`src/rtl/multi_stage_comb_lock.sv`:
```
// multi_stage_comb_lock
//   Combination lock that sits between the keypad front end and the latch
//   actuator driver. It accepts a combination of STAGES entries of DIGITS
//   one-hot decimal digits each, through a valid-qualified entry port. It
//   also provides:
//     - a failed-attempt counter with a timed lockout,
//     - an inter-entry timeout,
//     - a timed open window,
//     - re-programming of the stored combination while the lock is open.
//
// Ports
//   clk          clock
//   rst          asynchronous, active-high reset
//   entry_valid  entry strobe, one entry per high cycle
//   entry        DIGITS x 10-bit one-hot digits, digit d in [d*10+9:d*10]
//   override     forces open from IDLE/LOCKOUT (only when OVERRIDE_EN=1)
//   set_req      request re-programming, honoured only while open
//   open         latch release (registered)
//   locked_out   high throughout lockout (registered)
//   prog_active  high throughout programming (registered)
//   fail_cnt     consecutive failed attempts, saturates at MAX_FAILS
//   stage        index of the next expected entry
//
// state   | meaning
// --------+----------------------------------------------------------
// IDLE    | collecting entries, comparing against stored combination
// OPEN    | latch released for OPEN_CYCLES, set_req moves to PROG
// PROG    | capturing a new combination into the shadow buffer
// LOCKOUT | too many failures, all input ignored for LOCKOUT_CYCLES
module multi_stage_comb_lock #(
  parameter int DIGITS         = 4,
  parameter int STAGES         = 3,
  parameter int MAX_FAILS      = 3,
  parameter int LOCKOUT_CYCLES = 16,
  parameter int OPEN_CYCLES    = 8,
  parameter int ENTRY_TIMEOUT  = 32,
  parameter bit OVERRIDE_EN    = 1'b1
) (
  input  logic                           clk,
  input  logic                           rst,
  input  logic                           entry_valid,
  input  logic [DIGITS*10-1:0]           entry,
  input  logic                           override,
  input  logic                           set_req,
  output logic                           open,
  output logic                           locked_out,
  output logic                           prog_active,
  output logic [$clog2(MAX_FAILS+1)-1:0] fail_cnt,
  output logic [$clog2(STAGES)-1:0]      stage
);

  localparam int EW = DIGITS * 10;
  localparam int FW = $clog2(MAX_FAILS + 1);
  localparam int SW = $clog2(STAGES);
  localparam int OW = $clog2(OPEN_CYCLES + 1);
  localparam int LW = $clog2(LOCKOUT_CYCLES + 1);
  localparam int TW = $clog2(ENTRY_TIMEOUT + 1);

  localparam logic [EW-1:0] ZERO_ENTRY = {DIGITS{10'd1}};
  localparam logic [SW-1:0] LAST_STAGE = SW'(STAGES - 1);
  localparam logic [FW-1:0] FAIL_LIMIT = FW'(MAX_FAILS - 1);
  localparam logic [OW-1:0] OPEN_LOAD  = OW'(OPEN_CYCLES - 1);
  localparam logic [LW-1:0] LOCK_LOAD  = LW'(LOCKOUT_CYCLES - 1);
  localparam logic [TW-1:0] TMO_LOAD   = TW'(ENTRY_TIMEOUT - 1);

  typedef enum logic [1:0] {
    S_IDLE    = 2'd0,
    S_OPEN    = 2'd1,
    S_PROG    = 2'd2,
    S_LOCKOUT = 2'd3
  } state_t;

  state_t                   state_q, state_nxt;
  logic [SW-1:0]            stage_q, stage_nxt;
  logic [SW-1:0]            pidx_q, pidx_nxt;
  logic [FW-1:0]            fail_q, fail_nxt;
  logic [OW-1:0]            win_q, win_nxt;
  logic [LW-1:0]            lock_q, lock_nxt;
  logic [TW-1:0]            tmo_q, tmo_nxt;
  logic [STAGES-1:0][EW-1:0] stored_q, stored_nxt;
  logic [STAGES-1:0][EW-1:0] shadow_q, shadow_nxt;

  logic ovr;
  logic entry_ok;
  logic entry_match;

  function automatic logic well_formed(input logic [EW-1:0] e);
    logic       ok;
    logic [9:0] f;
    ok = 1'b1;
    for (int d = 0; d < DIGITS; d++) begin
      f = e[d*10 +: 10];
      if (f == 10'd0 || (f & (f - 10'd1)) != 10'd0) ok = 1'b0;
    end
    return ok;
  endfunction

  assign ovr         = OVERRIDE_EN && override;
  assign entry_ok    = well_formed(entry);
  // A malformed entry never matches, even if the stored value is malformed.
  assign entry_match = entry_ok && (entry == stored_q[stage_q]);

  always_comb begin
    state_nxt  = state_q;
    stage_nxt  = stage_q;
    pidx_nxt   = pidx_q;
    fail_nxt   = fail_q;
    win_nxt    = win_q;
    lock_nxt   = lock_q;
    tmo_nxt    = tmo_q;
    stored_nxt = stored_q;
    shadow_nxt = shadow_q;

    case (state_q)
      S_IDLE: begin
        if (ovr) begin
          state_nxt = S_OPEN;
          stage_nxt = '0;
          fail_nxt  = '0;
          win_nxt   = OPEN_LOAD;
          tmo_nxt   = TMO_LOAD;
        end else if (entry_valid) begin
          tmo_nxt = TMO_LOAD;
          if (entry_match) begin
            if (stage_q == LAST_STAGE) begin
              state_nxt = S_OPEN;
              stage_nxt = '0;
              fail_nxt  = '0;
              win_nxt   = OPEN_LOAD;
            end else begin
              stage_nxt = stage_q + SW'(1);
            end
          end else begin
            // The failing entry is consumed, not re-tried as stage 0.
            stage_nxt = '0;
            if (fail_q == FAIL_LIMIT) begin
              fail_nxt  = FW'(MAX_FAILS);
              state_nxt = S_LOCKOUT;
              lock_nxt  = LOCK_LOAD;
            end else begin
              fail_nxt = fail_q + FW'(1);
            end
          end
        end else if (stage_q != '0) begin
          if (tmo_q == '0) begin
            stage_nxt = '0;
            tmo_nxt   = TMO_LOAD;
          end else begin
            tmo_nxt = tmo_q - TW'(1);
          end
        end
      end

      S_OPEN: begin
        if (set_req) begin
          state_nxt = S_PROG;
          pidx_nxt  = '0;
        end else if (win_q == '0) begin
          state_nxt = S_IDLE;
          tmo_nxt   = TMO_LOAD;
        end else begin
          win_nxt = win_q - OW'(1);
        end
      end

      S_PROG: begin
        if (entry_valid) begin
          if (!entry_ok) begin
            state_nxt = S_IDLE;
            pidx_nxt  = '0;
            tmo_nxt   = TMO_LOAD;
          end else begin
            shadow_nxt[pidx_q] = entry;
            if (pidx_q == LAST_STAGE) begin
              stored_nxt = shadow_nxt;
              state_nxt  = S_IDLE;
              pidx_nxt   = '0;
              tmo_nxt    = TMO_LOAD;
            end else begin
              pidx_nxt = pidx_q + SW'(1);
            end
          end
        end
      end

      S_LOCKOUT: begin
        if (ovr) begin
          state_nxt = S_OPEN;
          stage_nxt = '0;
          fail_nxt  = '0;
          win_nxt   = OPEN_LOAD;
        end else if (lock_q == '0) begin
          state_nxt = S_IDLE;
          fail_nxt  = '0;
          tmo_nxt   = TMO_LOAD;
        end else begin
          lock_nxt = lock_q - LW'(1);
        end
      end

      default: begin
        state_nxt = S_IDLE;
        stage_nxt = '0;
      end
    endcase
  end

  always_ff @(posedge clk or posedge rst) begin
    if (rst) begin
      state_q     <= S_IDLE;
      stage_q     <= '0;
      pidx_q      <= '0;
      fail_q      <= '0;
      win_q       <= '0;
      lock_q      <= '0;
      tmo_q       <= TMO_LOAD;
      stored_q    <= {STAGES{ZERO_ENTRY}};
      shadow_q    <= {STAGES{ZERO_ENTRY}};
      open        <= 1'b0;
      locked_out  <= 1'b0;
      prog_active <= 1'b0;
    end else begin
      state_q     <= state_nxt;
      stage_q     <= stage_nxt;
      pidx_q      <= pidx_nxt;
      fail_q      <= fail_nxt;
      win_q       <= win_nxt;
      lock_q      <= lock_nxt;
      tmo_q       <= tmo_nxt;
      stored_q    <= stored_nxt;
      shadow_q    <= shadow_nxt;
      open        <= (state_nxt == S_OPEN);
      locked_out  <= (state_nxt == S_LOCKOUT);
      prog_active <= (state_nxt == S_PROG);
    end
  end

  assign fail_cnt = fail_q;
  assign stage    = stage_q;

endmodule

```
`config.mk`:
```
export PLATFORM = sky130hd
export DESIGN_NAME = multi_stage_comb_lock
export DESIGN_NICKNAME = d
export VERILOG_FILES = /design/src/rtl/multi_stage_comb_lock.sv
export SDC_FILE = /design/constraint.sdc
export NUM_CORES = 1
export LEC_CHECK = 0
export CELL_PAD_IN_SITES_DETAIL_PLACEMENT = 0
export CELL_PAD_IN_SITES_GLOBAL_PLACEMENT = 1
export CORE_MARGIN = 4
export CORE_UTILIZATION = 56
export CTS_BUF_LIST = sky130_fd_sc_hd__clkbuf_4 sky130_fd_sc_hd__clkbuf_8
export CTS_CLUSTER_DIAMETER = 200
export DETAILED_ROUTE_END_ITERATION = 10
export GPL_TIMING_DRIVEN = 0
export HOLD_SLACK_MARGIN = 0.03
export PLACE_DENSITY = 0.87
export SLEW_MARGIN = 10
export SYNTH_ARGS = -nofsm -noshare
export SYNTH_HDL_FRONTEND = slang
export SYNTH_SLANG_ARGS = --single-unit
```
`constraint.sdc`:
```
create_clock -name clk -period 21 [get_ports clk]
set_input_delay 4.2 -clock clk [delete_from_list [all_inputs] [get_ports clk]]
set_output_delay 4.2 -clock clk [all_outputs]
set_load 0.005 [all_outputs]
```
==> reports/results.txt, run 1 <==
DRC Markers = 0
fin area = 0.0138 sq mm
Initial DRT Pass Iterations = 5
Most Crowded Layer GR = met2
Slew HR = 46.0%
Port Buffer Count = 36
Worst EP required = 21.42 ns
Placement Rows = 53
Final setup viols = 0
GRT met3 Usage = 5.15%
clk_skew = 0.0128 ns
status = complete, no violations
Hold Crit Depth = 2
final hold viol count = 0
Worst-path clk slew = 0.06 ns
Setup TNS = 0 ns
worst setup path class = in2reg
Peak Freq = 135 MHz
Hold Path Class = reg2reg
clk buf depth = 3
H-tree depth = 2
RSZ-0062 raised after global routing = no
CTS Buf Count = 41
Post CTS Setup Buffer Count = 0
Mapped Cells = 985
wire length per cell = 21.8 microns
Reg2Reg Depth = 12
Detail Placement HPWL = 20.5 mm
hold_ws = 0.479 ns
most frequent cells in the layout = dfrtp_1 (201), mux2_4 (107), mux2_2 (85)
critical path peak fanout = 10
Total Routed Length = 30.0 mm
fill cell count = 1624
initial antenna violation count = 1
Worst EP arrival = 7.85 ns
Critical Path Start = entry[10]
number of gates resized after cts = 0
Ports = 52
Sink Count = 226
vias per cell = 5.96
die height = 155 microns
Post-Syn Area = 0.0122 sq mm
root buffer cell = clkbuf_8
commonest non-fill, non-tap cell in the layout = dfrtp_1
antenna cells = 0
Top FF cell, synth = dfrtp_1
post-cts hold buffer count = 0
Worst setup SP type = primary input
CP Capture Type = flip-flop
Period minus WS final = 7.43 ns
DR vias = 8177
YS warnings = 0
met2 usage = 38.8%
CTS tree = yes
synthesized area per cell = 12.3 sq um
worst skew pair latency = 0.54 ns
peak supply drop = 0.0559 mV
Distinct cells, synth = 79
leakage = 6.43 nW
initial DRC count = 505
Pwr Density = 74.3 mW/mm^2
DIE WIDTH = 155 microns
Global Route Usage Sum = 25.2%
GPL Wtd Cong = 0.898
Crit Reg-Reg Endpoint = win_q[1]
initial core utilization = 57.4%
MaxCap Viol Count = 0
area grow syn2layout = 13.3%
sequential area share after synthesis = 46.8%
placed inst area = 0.0129 sq mm
Final ANT Viol Nets = 0
flop-to-flop setup slack = 16.65 ns
Worst R2R Start = stage[0]
met1 Use GR = 36.3%
Slew Viols, Final = 0
crit path capture = shadow_q[76]
fin crit share = 35.4%
Post-synth EDFFs = 0
core area = 0.0212 sq mm
layout cells sized above 1 = 32.4%
flops & latches, synth = 226
Post-Syn Nets = 1040
grt total ovfl = 0
largest net degree at the start of global routing = 115
nets = 1121
Worst-Margin Slew = 0.810 ns
die area = 0.0241 sq mm
vias in the first global route = 8573
Async S/R FF share, synth = 100%
first-pass GRT wire length = 47.5 mm
-- registers in the layout, summed over array words and instances, names as in the netlist, 4 cells and up --
register and count:
stored_q 120, shadow_q 80, tmo_q 6, lock_q 5, win_q 4
-- cells by family after synthesis --
logic type      count (synthesis)  share of synthesized area, %
mux                           242                          25.2
flops                         226                          46.8
simple gates                  218                          10.7
compound gates                150                          9.24
buf+inv                       114                          5.22
xor+xnor                       24                          1.73
fa+ha+maj                      11                          1.11
-- critical path, cell delays in order --
cell and delay [ns]:
clkdlybuf4s50_1 0.56, clkbuf_1 0.30, o41ai_1 0.61, nand2_1 0.12, nor4_1 0.40, and4_1 0.25, and4b_1 0.22, nand4_1 0.19
nor2_2 0.37, buf_6 0.24, mux2_2 0.36
-- power breakdown --
group | total [mW] | internal (mW) | switching, mW
clock network | 0.436 | 0.255 | 0.181
registers | 0.454 | 0.446 | 0.00739
logic | 0.134 | 0.0523 | 0.0815
-- cell usage after synthesis (3+ instances only) --
library cell	n	area, sq um
dfrtp_1	201	5030
mux2_4	107	1610
mux2_2	85	957
mux2i_1	47	470
nand2_1	46	173
clkbuf_1	39	146
inv_1	32	120
nand2b_1	32	200
nor2_1	27	101
dfstp_2	25	657
buf_6	24	270
o21ai_0	22	110
a21oi_1	18	90.1
xnor2_1	18	158
nor2b_1	15	93.8
o2bb2ai_1	14	123
o22ai_1	12	75.1
buf_2	11	55.1
nand4_1	11	68.8
nor3_1	11	55.1
nor3b_1	11	82.6
ha_1	10	125
nor4_1	10	62.6
o32ai_1	10	87.6
o221ai_1	9	78.8
o31ai_1	9	67.6
nand3_1	8	40.0
o221a_2	8	90.1
a31oi_1	7	43.8
nand4b_1	7	61.3
xor2_1	6	52.6
and3_1	5	31.3
nand3b_1	5	37.5
and2_1	4	25.0
o211ai_1	4	30.0
or3_1	4	25.0
a2111oi_0	3	26.3
a211o_1	3	26.3
a221oi_1	3	26.3
buf_1	3	11.3
buf_4	3	22.5
mux2_1	3	33.8
nor4bb_1	3	30.0
o21a_1	3	22.5
or2_2	3	18.8
-- metrics by stage --
step           setup slack (ns)  util (%)  instances  power (mW)
2_1_floorplan             10.65         -        985       0.551
3_3_place_gp               7.74      60.8       1296       0.591
3_5_place_dp              13.05      60.9       1297       0.595
4_1_cts                   13.61      65.1       1372        1.03
5_1_grt                   13.47      65.1       1373        1.07
6_report                  13.57      65.1       1373        1.02
-- layer usage --
layer / routed length, microns / vias up
met5: 67 / -
met4: 698 / 2
met3: 1800 / 62
met2: 13400 / 229
met1: 14000 / 4126
li1: - / 3758
-- worst min path at each step --
| stage | slack, ns | start | endpoint |
|---|---|---|---|
| 6_report | 0.48 | stored_q[85] | stored_q[85] |
| 5_1_grt | 0.51 | shadow_q[73] | stored_q[73] |
| 4_1_cts | 0.48 | stored_q[85] | stored_q[85] |
| 3_5_place_dp | 0.47 | stored_q[85] | stored_q[85] |
| 3_3_place_gp | 0.46 | stored_q[115] | stored_q[115] |
| 2_1_floorplan | 0.45 | stored_q[111] | stored_q[111] |
-- cell type report --
class                   instances  area (sq um)  share of cell area, %
clock inverters                 2          12.5                 0.0909
plain buffers                  81           510                   3.71
inverters                      33           131                  0.954
clock buffers                  73           861                   6.25
flip-flops and latches        226          5690                   41.3
well taps                     275           344                   2.50
multi-input cells             645          5830                   42.3
repair buffers                 38           393                   2.85
Power figures use the tool's default switching activity.
==> run 2, diff against run 1 <==
--- a/config.mk
+++ b/config.mk
@@ -8,13 +8,13 @@
 export CELL_PAD_IN_SITES_DETAIL_PLACEMENT = 0
 export CELL_PAD_IN_SITES_GLOBAL_PLACEMENT = 1
 export CORE_MARGIN = 4
-export CORE_UTILIZATION = 56
+export CORE_UTILIZATION = 47
 export CTS_BUF_LIST = sky130_fd_sc_hd__clkbuf_4 sky130_fd_sc_hd__clkbuf_8
 export CTS_CLUSTER_DIAMETER = 200
 export DETAILED_ROUTE_END_ITERATION = 10
 export GPL_TIMING_DRIVEN = 0
 export HOLD_SLACK_MARGIN = 0.03
-export PLACE_DENSITY = 0.87
+export PLACE_DENSITY = 0.78
 export SLEW_MARGIN = 10
 export SYNTH_ARGS = -nofsm -noshare
 export SYNTH_HDL_FRONTEND = slang
==> constraint.sdc (replaced) <==
create_clock -name clk -period 6.8 [get_ports clk]
set_input_delay 1.36 -clock clk [delete_from_list [all_inputs] [get_ports clk]]
set_output_delay 1.36 -clock clk [all_outputs]
set_load 0.005 [all_outputs]
==> run 2 against run 1 <==
Net effect:
- clock skew grew 0.0084 ns
- via count fell by 0.71%
- critical path type unchanged
- sequential share of layout area fell by 0.53 points
- largest cell class unchanged
- non-clock buffer count increased by 4
- register-to-register slack worse by 14 ns
- critical endpoint is now shadow_q[33]
- sequential power increased to 3.1 times the previous value
==> reports/results.txt, run 2 (synthesis results as in run 1) <==
status = complete, no violations
Slew HR = 16.9%
fin area = 0.0139 sq mm
clk buf depth = 3
leakage = 6.48 nW
FF/Latch Area = 0.00569 sq mm
Reg power frac = 43.7%
Slew Viols, Final = 0
Comb pwr share = 13.1%
Global Route Usage Sum = 21.6%
Final setup viols = 0
Clk network pwr share = 43.2%
Pwr Density = 230 mW/mm^2
fin util = 55.1%
Period minus WS final = 4.71 ns
die area = 0.0285 sq mm
number of gates resized after cts = 0
core area = 0.0253 sq mm
Worst-Margin Slew = 1.22 ns
Total Routed Length = 30.7 mm
Setup TNS = 0 ns
initial core utilization = 48.0%
Post CTS Setup Buffer Count = 0
root buffer cell = clkbuf_8
Sw Pwr = 0.857 mW
placed cells = 1357
Cell Int Power = 2.35 mW
CTS Buf Count = 41
vias in the first global route = 8121
area grow syn2layout = 14.8%
first-pass GRT wire length = 48.4 mm
Worst-path clk slew = 0.05 ns
Worst setup SP type = primary input
largest net degree at the start of global routing = 39
Finished Layout Cells = 1433
MaxCap Viol Count = 0
RSZ-0062 raised after global routing = no
final hold viol count = 0
vias per cell = 5.67
antenna cells = 0
initial DRC count = 595
Detail Placement HPWL = 21.2 mm
post-cts hold buffer count = 0
Worst EP arrival = 5.13 ns
Worst EP required = 7.22 ns
Sink Count = 226
CP Capture Type = flip-flop
clk_skew = 0.0211 ns
max FFs per register = 120
layout cells sized above 1 = 32.7%
grt total ovfl = 0
DR vias = 8119
die height = 169 microns
Peak Freq = 212 MHz
fill cell count = 2182
Ports = 52
Port Buffer Count = 36
nets = 1125
worst skew pair latency = 0.55 ns
fin crit share = 69.3%
placed inst area = 0.0130 sq mm
peak supply drop = 0.154 mV
Top Registers = stored_q x120, shadow_q x80, tmo_q x6
CTS tree = yes
worst setup path class = in2reg
Worst Setup Slack, final = 2.09 ns
Hold Path Class = reg2reg
DIE WIDTH = 169 microns
GPL Wtd Cong = 0.853
pre-CTS setup slack = 1.69 ns
DRC Markers = 0
switch share = 26.7%
initial antenna violation count = 0
Final ANT Viol Nets = 0
multi-input logic area = 0.00583 sq mm
Reg with most FFs = stored_q
critical path peak fanout = 10
most frequent cells in the layout = dfrtp_1 (201), mux2_4 (107), mux2_2 (85)
wire length per cell = 21.4 microns
Placement Rows = 58
commonest non-fill, non-tap cell in the layout = dfrtp_1
H-tree depth = 2
Initial DRT Pass Iterations = 4
-- run 2: final cells by class --
class                           count  area share (%)
Clock buffer                       72            6.30
Multi-Input combinational cell    645            41.8
Buffer                             81            3.66
Sequential cell                   226            40.8
Inverter                           33           0.915
Timing Repair Buffer               42            3.44
Tap cell                          330            2.96
Clock inverter                      4           0.161
-- run 2: worst paths after layout --
path | from | end | slack, ns | cells past startpoint
max in group asynchronous | rst | stored_q[70] | 4.36 | 5
worst max-delay path | entry[10] | shadow_q[33] | 2.09 | 11
worst max register to register | stage[0] | win_q[0] | 2.63 | 12
worst min register to register | stored_q[85] | stored_q[85] | 0.48 | 2
worst min-delay path | stored_q[85] | stored_q[85] | 0.48 | 2
min in group asynchronous | rst | stored_q[82] | 1.26 | 2
-- run 2: worst max-delay path, cell delays in order --
cell and delay, ns:
clkdlybuf4s50_1 0.58, clkbuf_1 0.31, o41ai_1 0.59, nand2_1 0.11, nor4_1 0.46, and4_1 0.27
and4b_1 0.22, nand4_1 0.20, nor3_4 0.41, buf_6 0.25, mux2_2 0.35
-- run 2: layer usage --
layer | vias to the layer above | track usage, % | routed length (microns)
li1 | 3765 | - | -
met3 | 43 | 3.95 | 1490
met5 | - | 0 | 0
met1 | 4132 | 33.0 | 15300
met2 | 179 | 31.9 | 13400
met4 | 0 | 4.83 | 520
-- run 2: stage by stage --
step           power, mW  hold slack [ns]
2_1_floorplan       1.70            0.450
3_3_place_gp        1.83            0.464
3_5_place_dp        1.84            0.472
4_1_cts             3.24            0.480
5_1_grt             3.37            0.496
6_report            3.21            0.484
-- run 2: power groups by stage --
stage	Clock (mW)	Combinational (mW)	Sequential [mW]
6_report	1.39	0.420	1.40
5_1_grt	1.49	0.475	1.41
4_1_cts	1.42	0.422	1.40
3_5_place_dp	0	0.420	1.42
3_3_place_gp	0	0.406	1.43
2_1_floorplan	0	0.283	1.42
==> run 3, diff against run 2 <==
--- a/config.mk
+++ b/config.mk
@@ -8,13 +8,13 @@
 export CELL_PAD_IN_SITES_DETAIL_PLACEMENT = 0
 export CELL_PAD_IN_SITES_GLOBAL_PLACEMENT = 1
 export CORE_MARGIN = 4
-export CORE_UTILIZATION = 47
+export CORE_UTILIZATION = 52
 export CTS_BUF_LIST = sky130_fd_sc_hd__clkbuf_4 sky130_fd_sc_hd__clkbuf_8
 export CTS_CLUSTER_DIAMETER = 200
 export DETAILED_ROUTE_END_ITERATION = 10
 export GPL_TIMING_DRIVEN = 0
 export HOLD_SLACK_MARGIN = 0.03
-export PLACE_DENSITY = 0.78
+export PLACE_DENSITY = 0.81
 export SLEW_MARGIN = 10
 export SYNTH_ARGS = -nofsm -noshare
 export SYNTH_HDL_FRONTEND = slang
==> constraint.sdc (replaced) <==
create_clock -name clk -period 4.9 [get_ports clk]
set_input_delay 0.98 -clock clk [delete_from_list [all_inputs] [get_ports clk]]
set_output_delay 0.98 -clock clk [all_outputs]
set_load 0.005 [all_outputs]
==> run 3 against run 2 <==
Net effect:
- via count increased by 0.73%
- first-iteration DRC count decreased by 5.9%
- flip-flop and latch count unchanged
- critical endpoint is now win_q[1]
- critical path depth increased by 1
- sequential share of layout area increased by 0.30 points
==> reports/results.txt, run 3 (synthesis results as in run 1) <==
initial antenna violation count = 0
fill cell count = 1882
antenna cells = 0
top cell family by delay on the critical path = simple AND/OR/NAND/NOR gates
max FFs per register = 120
wire length per cell = 21.4 microns
root buffer cell = clkbuf_8
H-tree depth = 2
final hold viol count = 0
grt total ovfl = 0
initial core utilization = 53.2%
GPL Wtd Cong = 0.851
CTS tree = yes
Placement Rows = 55
critical path peak fanout = 10
commonest non-fill, non-tap cell in the layout = dfrtp_1
Period minus WS final = 4.22 ns
crit path buf inv count = 4
Slew Viols, Final = 0
Peak Freq = 237 MHz
clk buf depth = 3
Hold Path Class = reg2reg
core area = 0.0228 sq mm
worst skew pair latency = 0.55 ns
DR vias = 8178
layout cells sized above 1 = 32.3%
slowest CP cell = nor4_2
DIE WIDTH = 161 microns
number of gates resized after cts = 0
Ports = 52
Total Routed Length = 30.1 mm
Hold Crit Depth = 1
fin util = 60.6%
Final ANT Viol Nets = 0
DRC Markers = 0
Worst setup SP type = flip-flop
clk_skew = 0.0171 ns
area grow syn2layout = 14.0%
Final setup viols = 0
die height = 161 microns
Worst-path clk slew = 0.06 ns
largest net degree at the start of global routing = 39
RSZ-0062 raised after global routing = no
worst stage delay on the critical path = 0.59 ns
CP Cell Sequence = buf_2 > buf_2 > buf_6 > nor2b_1 > buf_2 > o2bb2ai_1 > xnor2_1 > nand4_1 > nor4_2 > nand4_1 > a21oi_1 > mux2_2
status = complete, no violations
Detail Placement HPWL = 21.0 mm
Worst-Margin Slew = 1.12 ns
Levels on crit path = 12
vias per cell = 5.80
Slew HR = 25.0%
Post CTS Setup Buffer Count = 0
CP Capture Type = flip-flop
Sink Count = 226
Initial DRT Pass Iterations = 5
nets = 1124
post-cts hold buffer count = 0
peak supply drop = 0.205 mV
Top Registers = stored_q x120, shadow_q x80, tmo_q x6
worst setup path class = reg2reg
die area = 0.0259 sq mm
fin crit share = 86.2%
first-pass GRT wire length = 48.1 mm
initial DRC count = 560
Port Buffer Count = 36
Setup TNS = 0 ns
Reg with most FFs = stored_q
CTS Buf Count = 40
most used cell along the critical path = buf_2
MaxCap Viol Count = 0
leakage = 6.43 nW
Reg2Reg Depth = 12
Global Route Usage Sum = 23.5%
vias in the first global route = 8368
most frequent cells in the layout = dfrtp_1 (201), mux2_4 (107), mux2_2 (85)
Worst EP required = 5.32 ns
Worst EP arrival = 4.65 ns
Pwr Density = 312 mW/mm^2
==> run 3: cell types whose count changed in the layout (fill, tap and decap cells not counted) <==
| cell | previous run | this run |
|---|---|---|
| a2111oi_0 | 3 | 2 |
| a2111oi_1 | 0 | 1 |
| clkbuf_4 | 18 | 16 |
| clkbuf_8 | 54 | 49 |
| clkinv_2 | 3 | 2 |
| clkinvlp_4 | 2 | 3 |
==> run 3: stage by stage <==
stage          std cells  worst slack, ns  total power, mW  instance area, sq um  hold slack [ns]
6_report            1409            0.676             4.32                 13800            0.486
5_1_grt             1409            0.489             4.53                 13800            0.495
4_1_cts             1409            0.672             4.37                 13800            0.483
3_5_place_dp        1340            0.104             2.56                 13000            0.470
3_3_place_gp        1334           -0.759             2.54                 12900            0.462
2_1_floorplan        985            0.988             2.36                 12200            0.450
==> run 3: worst register-to-register path: cells and delay by family, from the launching register on <==
family                 cells  cell delay (ns)
buffers and inverters      4             1.19
flip-flops                 1             0.48
XOR/XNOR                   1             0.25
AO/OA/AOI/OAI              2             0.48
multiplexers               1             0.36
AND/OR/NAND/NOR            4             1.34
==> run 3: area by class of cell <==
cell class | instances | area, sq um | share of cell area [%]
sequential | 226 | 5690 | 41.1
timing repair buffer | 42 | 480 | 3.47
tap | 313 | 392 | 2.83
clock buffer | 65 | 795 | 5.74
inverter | 33 | 128 | 0.922
buffer | 81 | 510 | 3.69
clock inverter | 4 | 25.0 | 0.181
multi-input combinational | 645 | 5830 | 42.1
==> run 3: final timing paths <==
kind	start	endpoint	slack, ns
max in group asynchronous	rst	tmo_q[1]	3.04
hold reg to reg	shadow_q[38]	shadow_q[38]	0.49
setup / recovery	stage[0]	win_q[1]	0.68
hold / removal	shadow_q[38]	shadow_q[38]	0.49
setup reg to reg	stage[0]	win_q[1]	0.68
min in group asynchronous	rst	stored_q[77]	0.90
==> run 3: per-layer routing <==
| layer | track usage [%] | part of all wire (%) | vias to the layer above |
|---|---|---|---|
| met5 | 0 | 0 | - |
| met4 | 6.20 | 2.2 | 0 |
| met3 | 4.23 | 5.2 | 52 |
| met2 | 35.2 | 44 | 218 |
| met1 | 35.2 | 49 | 4144 |
| li1 | - | - | 3764 |
==> run 3: report_power, final <==
| group | total (mW) | switching (mW) | internal [mW] |
|---|---|---|---|
| Sequential | 1.95 | 0.0324 | 1.91 |
| Combinational | 0.588 | 0.356 | 0.232 |
| Clock | 1.79 | 0.768 | 1.02 |
